==> src/rtl/psram_stream_reader.sv <==
// Streams word_count consecutive PSRAM words from start_addr into a small FIFO
// that feeds a valid/ready consumer; at most one controller read is in flight.
module psram_stream_reader #(
    parameter int FIFO_DEPTH = 8,
    parameter int LEN_W      = 16
) (
    input  logic             clk,
    input  logic             reset_n,
    input  logic             start_i,
    input  logic [21:0]      start_addr_i,
    input  logic [LEN_W-1:0] word_count_i,
    input  logic             abort_i,
    output logic             active_o,
    output logic             done_o,
    output logic             out_valid_o,
    output logic [31:0]      out_data_o,
    input  logic             out_ready_i,
    output logic             word_rd_o,
    output logic             word_wr_o,
    output logic [21:0]      word_addr_o,
    output logic [31:0]      word_data_o,
    output logic [3:0]       word_wstrb_o,
    input  logic             word_busy_i,
    input  logic [31:0]      word_q_i,
    input  logic             word_q_valid_i,
    output logic [1:0]       state_o
);

    localparam int PTR_W = $clog2(FIFO_DEPTH);
    localparam int CNT_W = PTR_W + 1;

    typedef enum logic [1:0] {
        S_IDLE  = 2'd0,
        S_RUN   = 2'd1,
        S_FLUSH = 2'd2
    } state_t;

    state_t           state_q;
    logic             active_q;
    logic             done_q;
    logic             word_rd_q;
    logic [21:0]      word_addr_q;
    logic [21:0]      cur_addr_q;
    logic [LEN_W-1:0] remaining_q;
    logic [LEN_W-1:0] pending_q;
    logic             outstanding_q;

    logic [31:0]      mem_q [FIFO_DEPTH];
    logic [PTR_W-1:0] wr_ptr_q;
    logic [PTR_W-1:0] rd_ptr_q;
    logic [CNT_W-1:0] fifo_count_q;
    logic [CNT_W-1:0] fifo_count_d;

    logic             pop;
    logic             push;
    logic             issue;
    logic             start_job;
    logic             fifo_clr;
    logic [CNT_W:0]   occ_after;
    logic             unused_busy;

    // Controller busy is informational only; sequencing relies on word_q_valid.
    assign unused_busy = word_busy_i;

    // Stream handshake: out_valid_o is high whenever the FIFO holds a word and
    // out_data_o is that word; a transfer happens on any cycle where
    // out_valid_o & out_ready_i, and out_data_o advances on the next edge.
    assign pop  = (fifo_count_q != '0) && out_ready_i;
    assign push = (state_q == S_RUN) && !abort_i && outstanding_q && word_q_valid_i;

    // Credit: the returning word is counted as already occupying a slot.
    assign occ_after = {1'b0, fifo_count_q} + {{CNT_W{1'b0}}, word_q_valid_i};

    assign issue = (state_q == S_RUN) && !abort_i && (remaining_q != '0)
                   && (!outstanding_q || word_q_valid_i) && !word_rd_q
                   && (occ_after < (CNT_W+1)'(FIFO_DEPTH));

    assign start_job = (state_q == S_IDLE) && start_i && !abort_i && (word_count_i != '0);

    assign fifo_clr = ((state_q == S_IDLE) && abort_i) || start_job
                      || ((state_q == S_RUN) && abort_i)
                      || ((state_q == S_FLUSH) && word_q_valid_i);

    assign fifo_count_d = fifo_count_q + CNT_W'(push) - CNT_W'(pop);

    always_ff @(posedge clk or negedge reset_n) begin
        if (!reset_n) begin
            wr_ptr_q     <= '0;
            rd_ptr_q     <= '0;
            fifo_count_q <= '0;
            for (int i = 0; i < FIFO_DEPTH; i++) begin
                mem_q[i] <= '0;
            end
        end else if (fifo_clr) begin
            wr_ptr_q     <= '0;
            rd_ptr_q     <= '0;
            fifo_count_q <= '0;
        end else begin
            if (push) begin
                mem_q[wr_ptr_q] <= word_q_i;
                wr_ptr_q        <= wr_ptr_q + PTR_W'(1);
            end
            if (pop) begin
                rd_ptr_q <= rd_ptr_q + PTR_W'(1);
            end
            fifo_count_q <= fifo_count_d;
        end
    end

    always_ff @(posedge clk or negedge reset_n) begin
        if (!reset_n) begin
            state_q       <= S_IDLE;
            active_q      <= 1'b0;
            done_q        <= 1'b0;
            word_rd_q     <= 1'b0;
            word_addr_q   <= '0;
            cur_addr_q    <= '0;
            remaining_q   <= '0;
            pending_q     <= '0;
            outstanding_q <= 1'b0;
        end else begin
            word_rd_q <= 1'b0;
            done_q    <= 1'b0;
            case (state_q)
                S_IDLE: begin
                    if (!abort_i && start_i) begin
                        if (word_count_i == '0) begin
                            done_q <= 1'b1;
                        end else begin
                            // First read goes out straight from the start cycle.
                            state_q       <= S_RUN;
                            active_q      <= 1'b1;
                            word_rd_q     <= 1'b1;
                            word_addr_q   <= start_addr_i;
                            cur_addr_q    <= start_addr_i + 22'd1;
                            remaining_q   <= word_count_i - LEN_W'(1);
                            pending_q     <= word_count_i;
                            outstanding_q <= 1'b1;
                        end
                    end
                end
                S_RUN: begin
                    if (abort_i) begin
                        if (outstanding_q && !word_q_valid_i) begin
                            state_q <= S_FLUSH;
                        end else begin
                            state_q       <= S_IDLE;
                            active_q      <= 1'b0;
                            outstanding_q <= 1'b0;
                        end
                    end else begin
                        if (push) begin
                            pending_q <= pending_q - LEN_W'(1);
                            if (pending_q == LEN_W'(1)) begin
                                done_q   <= 1'b1;
                                active_q <= 1'b0;
                                state_q  <= S_IDLE;
                            end
                        end
                        if (issue) begin
                            word_rd_q     <= 1'b1;
                            word_addr_q   <= cur_addr_q;
                            cur_addr_q    <= cur_addr_q + 22'd1;
                            remaining_q   <= remaining_q - LEN_W'(1);
                            outstanding_q <= 1'b1;
                        end else if (push) begin
                            outstanding_q <= 1'b0;
                        end
                    end
                end
                S_FLUSH: begin
                    if (word_q_valid_i) begin
                        state_q       <= S_IDLE;
                        active_q      <= 1'b0;
                        outstanding_q <= 1'b0;
                    end
                end
                default: begin
                    state_q <= S_IDLE;
                end
            endcase
        end
    end

    assign active_o     = active_q;
    assign done_o       = done_q;
    assign word_rd_o    = word_rd_q;
    assign word_addr_o  = word_addr_q;
    assign word_wr_o    = 1'b0;
    assign word_data_o  = 32'd0;
    assign word_wstrb_o = 4'b0000;
    assign out_valid_o  = (fifo_count_q != '0);
    assign out_data_o   = mem_q[rd_ptr_q];
    assign state_o      = state_q;

endmodule

==> config.mk <==
export PLATFORM = sky130hd
export DESIGN_NAME = psram_stream_reader
export DESIGN_NICKNAME = d
export VERILOG_FILES = /design/src/rtl/psram_stream_reader.sv
export SDC_FILE = /design/constraint.sdc
export NUM_CORES = 1
export LEC_CHECK = 0
export ABC_AREA = 1
export CAP_MARGIN = 20
export CORE_MARGIN = 2
export CORE_UTILIZATION = 59
export CTS_BUF_LIST = sky130_fd_sc_hd__clkbuf_4 sky130_fd_sc_hd__clkbuf_8
export CTS_CLUSTER_SIZE = 14
export DETAILED_ROUTE_END_ITERATION = 10
export PLACE_DENSITY = 0.82
export SLEW_MARGIN = 5
export SYNTH_ARGS = -nofsm -noshare
export SYNTH_HDL_FRONTEND = slang
export SYNTH_SLANG_ARGS = --single-unit
==> constraint.sdc <==
create_clock -name clk -period 3 [get_ports clk]
set_input_delay 0.6 -clock clk [delete_from_list [all_inputs] [get_ports clk]]
set_output_delay 0.6 -clock clk [all_outputs]
set_load 0.02 [all_outputs]
---- Word level (Yosys, flattened, before mapping) ----
Index checks and enable logic that the tools add are counted.
storage, ports and cells
  register bits ........................... 348
cells by class
  $add $sub $neg .......................... 10
  $lt $le $gt $ge ......................... 4
  equal/unequal tests ..................... 13
  multiplexer cells ....................... 62
  bitwise operators ....................... 3
  reduce and logical (&&, ||, !) cells .... 40
operators by type and width
  kind                                                                  number
  256-bit bitwise mux                                                   1
  22-bit 2-to-1 mux                                                     8
  16-bit 2-to-1 mux                                                     8
  32-bit binary-select mux with 3-bit select                            1
  32-bit demux with 3-bit select                                        1
  32-bit 2-to-1 mux                                                     3
  22-bit one-hot mux with 2 select lines                                2
  16-bit one-hot mux with 2 select lines                                2
  16-bit by 1-bit subtractor with 16-bit output, second input constant  3
  22-bit by 1-bit adder with 22-bit output, second input constant       2
  16-bit nonzero test                                                   2
  1-bit 2-to-1 mux                                                      19
  1-bit logical AND                                                     17
  16-bit by 1-bit == test with 1-bit output, second input constant      1
  16-bit logical NOT                                                    1
  5-bit AND reduction                                                   3
  2-bit 2-to-1 mux                                                      7
  3-bit 2-to-1 mux                                                      4
  2-bit inequality test, second input constant                          5
  4-bit greater-or-equal comparator, second input constant              2
  3-bit inverter with 4-bit output                                      2
  7-bit AND reduction                                                   1
  3-bit by 1-bit adder with 3-bit output, second input constant         2
  3-bit inequality test, second input constant                          2
  other kinds (23)                                                      33

---- Depth between registers and ports, before layout ----
  depth in word-level cells ............... 9
  depth in mapped cells ................... 16
  gate-level depth less buffers ........... 15

---- Worst setup path before layout ----
No wires, ideal clock.
  path type ............................... register -> register
  start ................................... register state_q[1] (netlist: state_o[1])
  end ..................................... register fifo_count_q[2]
  library setup time ...................... 0.120 ns
  arrival ................................. 2.328 ns
  setup slack ............................. 0.552 ns
  stages on the path, launching flop included .. 13
  period minus slack after synthesis ...... 2.448 ns
  path through ............................ dfrtp_1 -> inv_1 -> ha_1 -> buf_6 -> inv_4 -> nor2_2 -> nand3_2 -> ha_1 -> inv_1 -> ha_1 -> fa_1 -> xnor2_1 -> nor2_1
between the ends
  longest elaborated chain between the ends .. 8
RTL lines
  item                                                                            line  source
  start: declaration                                                              38    state_t state_q;
  start signal: assignment                                                        112   state_q <= S_IDLE;
  start signal: assignment                                                        131   state_q <= S_RUN;
  start signal: assignment                                                        145   state_q <= S_FLUSH;
  branches (longest 7 deep; another with 4-bit by 1-bit adder with 4-bit output)  --
  4-bit 2-to-1 mux *                                                              94    end else if (fifo_clr) begin
  end signal: assignment                                                          106   fifo_count_q <= fifo_count_d;
  end: declaration                                                                51    logic [CNT_W-1:0] fifo_count_q;
Mark *: on every way between the ends.
A chain may end at the register's enable or synchronous reset.

---- Worst setup path after layout ----
  start ................................... register rd_ptr_q[0]
  end ..................................... output port out_data_o[20]
between the ends
  longest elaborated chain between the ends .. 4
RTL lines
  item                                                    line  source
  start: declaration                                      50    logic [PTR_W-1:0] rd_ptr_q;
  start signal: assignment                                104   rd_ptr_q <= rd_ptr_q + PTR_W'(1);
  3-bit inverter with 4-bit output (implied by the code)  193   assign out_data_o = mem_q[rd_ptr_q];
  32-bit binary-select mux with 3-bit select              193
  32-bit 2-to-1 mux (implied by the code) (2 in a row)    193
  end: declaration                                        16    output logic [31:0] out_data_o,
Every way passes these cells. The select of a mux whose other input is x is not followed.

==> results.toml <==
[global_route]
grt_antenna_before_repair = 1
grt_max_degree = 80
grt_pass1_vias = 15243
use_met2_pct = 46.8
top_usage_layer = "met2"
grt_pass1_wl_mm = 72.7
gr-usage-met1_pct = 38.2
globalRouteTotalUtil_pct = 28.5
use_met3_pct = 5.30
overflow = 0

[job]
drv_cap = 0

[timing]
fin_ws_ns = 0.0465
fmax_mhz = 339
relSlewSlack_pct = 42.3
worstMarginPinSlew_ns = 0.866
slew_viol_final = 0
rsz0062_at_grt = "true"
finalCritPeriodShare_pct = 98.4
finalSetupTns_ns = 0
period_minus_slack_ns = 2.95
hold_viol_final = 0
finalSetupViolCount = 0
fin_skew_ns = 0.0318

[place]
placed_cell_area_sq_um = 19100
gp_congestion = 0.879
place_inst = 2683
dp_slack_ns = 0.177
hpwl_mm = 27.3
numPortBuffers = 135

[worst_setup_path]
worstPathMaxFanout = 21
endpoint_kind = "primary output"
reg2reg_depth = 14
start_kind = "flip-flop"
r2r_setup_slack_ns = 0.30
crit_type = "flip-flop to primary output"
r2r_end = "remaining_q[10]$_DFFE_PN0P_"
r2r-start = "state_o[1]$_DFFE_PN0P_"
cp.required_ns = 2.40
arrival_ns = 2.35

[route]
antenna_left = 0
drc = 0
wl_per_cell_microns = 15.8
drt-total-wl_mm = 44.0
routed_via_density = 5.57
drtIter0Drc = 1324
firstDrtPassIters = 6
vias = 15554

[cells_and_area]
final_cells = 2792
drive_gt1_share_pct = 8.97
flow.area_growth_from_synthesis_pct = 16.5
fin_area_sq_um = 20300
fin_util_pct = 70.3
nets = 2457

[synth]
synth_ff_type = "dfrtp_1"
ys_types = 37
ys_seq_area_share_pct = 49.8
synth_area_leader_cell = "dfrtp_1"
synth_edf_count = 0
syn-instance-count = 2239
synth_area_leaders = "dfrtp_1, nand2_1, o21ai_0"
async_reset_ff_share_pct = 100
synth_area_sq_um = 17500
synth_top_area_share_pct = 49.8
ys_seq_elements = 348
synth_warnings = 0
syn_area_per_cell_sq_um = 7.80

[power_and_ir_drop]
p_int_w = 0.0113
pwr-share-clk_pct = 22.1
power_density_nw_per_um2 = 958
p_comb_share_pct = 46.2
switching_share_pct = 42.0
pwr-share-seq_pct = 31.7
p_sw_w = 0.00820
irDropWorstVdd_v = 0.000599
p_leak_nw = 9.92

[die]
die_w_microns = 176
ioPinCount = 174
core-area_sq_um = 28900
rows = 62
die_y_microns = 176
dieArea_sq_um = 31000
initial_utilization_pct = 60.4

[clock_network]
cts.sinks = 348
cts.root.buffer_cell = "clkbuf_8"
clk-insertion-delay-late_ns = 0.60
htreeDepth = 2
clk_pin_slew_ns = 0.06
cts_tree = "yes"
cts_buffer_depth = 3
cts_buffers = 56

[worst_hold_path]
hold_end = "mem_q[78]$_DFFE_PN0P_"
min_path_type = "flip-flop to flip-flop"
holdPathStages = 2
min_from = "mem_q[78]$_DFFE_PN0P_"

[outcome]
status = "finished clean"
-- cells in the final DEF, fill, tap and decap left out, types with 20 or more instances in the layout --
cell type / count
clkdlybuf4s50_1: 102
nand2_1: 616
clkbuf_8: 73
conb_1: 37
o22ai_1: 32
o21ai_1: 117
o21ai_0: 340
clkbuf_2: 20
xor2_1: 25
buf_4: 26
nand3_1: 46
clkbuf_4: 22
inv_1: 110
a31oi_1: 30
dfrtp_1: 346
nor2_1: 332
-- cells by family after synthesis --
logic type               count (synthesis)  synth area share [%]
XOR/XNOR                                29                  1.45
AND/OR/NAND/NOR                       1026                  23.2
adder cells (fa/ha/maj)                 19                  1.40
other                                    1                0.0215
AO/OA/AOI/OAI                          541                  16.1
buffers and inverters                  274                  7.89
multiplexers                             1                0.0573
flip-flops                             348                  49.8
-- layer usage --
layer	share of wire (%)	wire length (microns)
met1	42	18500
met2	48	20900
met3	8.1	3560
met4	2.4	1070
met5	0	0
-- how the worst max path moves through the flow --
stage | startpoint | end | slack (ns) | depth (start not counted)
after floorplan | state_o[1]$_DFFE_PN0P_ | fifo_count_q[2]$_DFF_PN0_ | 0.55 | 12
after global placement | rd_ptr_q[0]$_DFFE_PN0P_ | out_data_o[7] | 0.22 | 8
after detailed placement | rd_ptr_q[0]$_DFFE_PN0P_ | out_data_o[7] | 0.18 | 8
after CTS | rd_ptr_q[0]$_DFFE_PN0P_ | out_data_o[19] | -0.24 | 7
after global routing | rd_ptr_q[0]$_DFFE_PN0P_ | out_data_o[25] | -0.03 | 8
final | rd_ptr_q[0]$_DFFE_PN0P_ | out_data_o[20] | 0.05 | 7
-- cells in the mapped netlist, types with 2 or more instances --
cell      count
a21oi_1      15
a31oi_1      32
buf_1         5
buf_2        55
buf_4        40
buf_6        17
clkbuf_1     43
dfrtp_1     348
ha_1         18
inv_1       112
nand2_1     617
nand2_4       9
nand3_1      46
nand3_2       2
nand3b_1      4
nand4_1       7
nor2_1      332
nor2_2        4
o21ai_0     340
o21ai_1     117
o22ai_1      32
or2_2         2
xnor2_1       4
xor2_1       25
-- state kept, by name, indices dropped and copies added, names as in the netlist --
signal,flops
word_addr_o,22
rd_ptr_q,3
word_rd_o,1
wr_ptr_q,3
active_o,1
mem_q,256
remaining_q,16
state_o,2
pending_q,16
fifo_count_q,4
cur_addr_q,22
outstanding_q,1
done_o,1
-- worst max-delay path: stages, from the launching register on --
cell,delay (ns)
dfrtp_4,0.54
inv_6,0.14
buf_12,0.19
nor2_1,0.06
o22ai_1,0.18
nor2_1,0.05
a31oi_1,0.24
dlygate4sd2_1,0.37
-- what timing repair did --
action | 4_1_cts | 5_1_grt
gates cloned | 0 | 3
resized for setup | 64 | 68
hold buffers | 1 | 0
hold endpoints to repair | 3 | 0
buffers inserted | 0 | 0
setup endpoints to repair | 32 | 30
-- layout make-up --
class,instances,area (sq um)
clock inverter,9,50.0
timing repair buffer,188,1960
antenna,1,2.50
clock buffer,95,1170
inverter,114,435
fill,2230,8590
tap,384,480
multi-input combinational,1653,7540
sequential,348,8710
-- through the flow --
stage,hold WS (ns),power [W]
2_1_floorplan,0.304,0.0122
3_3_place_gp,0.456,0.0150
3_5_place_dp,0.464,0.0153
4_1_cts,0.482,0.0195
5_1_grt,0.492,0.0209
6_report,0.479,0.0195
-- power by group through the flow --
| stage | Combinational (W) | Clock (W) | Sequential, W |
|---|---|---|---|
| after floorplan | 0.00592 | 0 | 0.00626 |
| after global placement | 0.00886 | 0 | 0.00618 |
| after detailed placement | 0.00910 | 0 | 0.00621 |
| after CTS | 0.00893 | 0.00438 | 0.00615 |
| after global routing | 0.0100 | 0.00461 | 0.00628 |
| final | 0.00901 | 0.00431 | 0.00618 |
(Power assumes the default switching activity.)
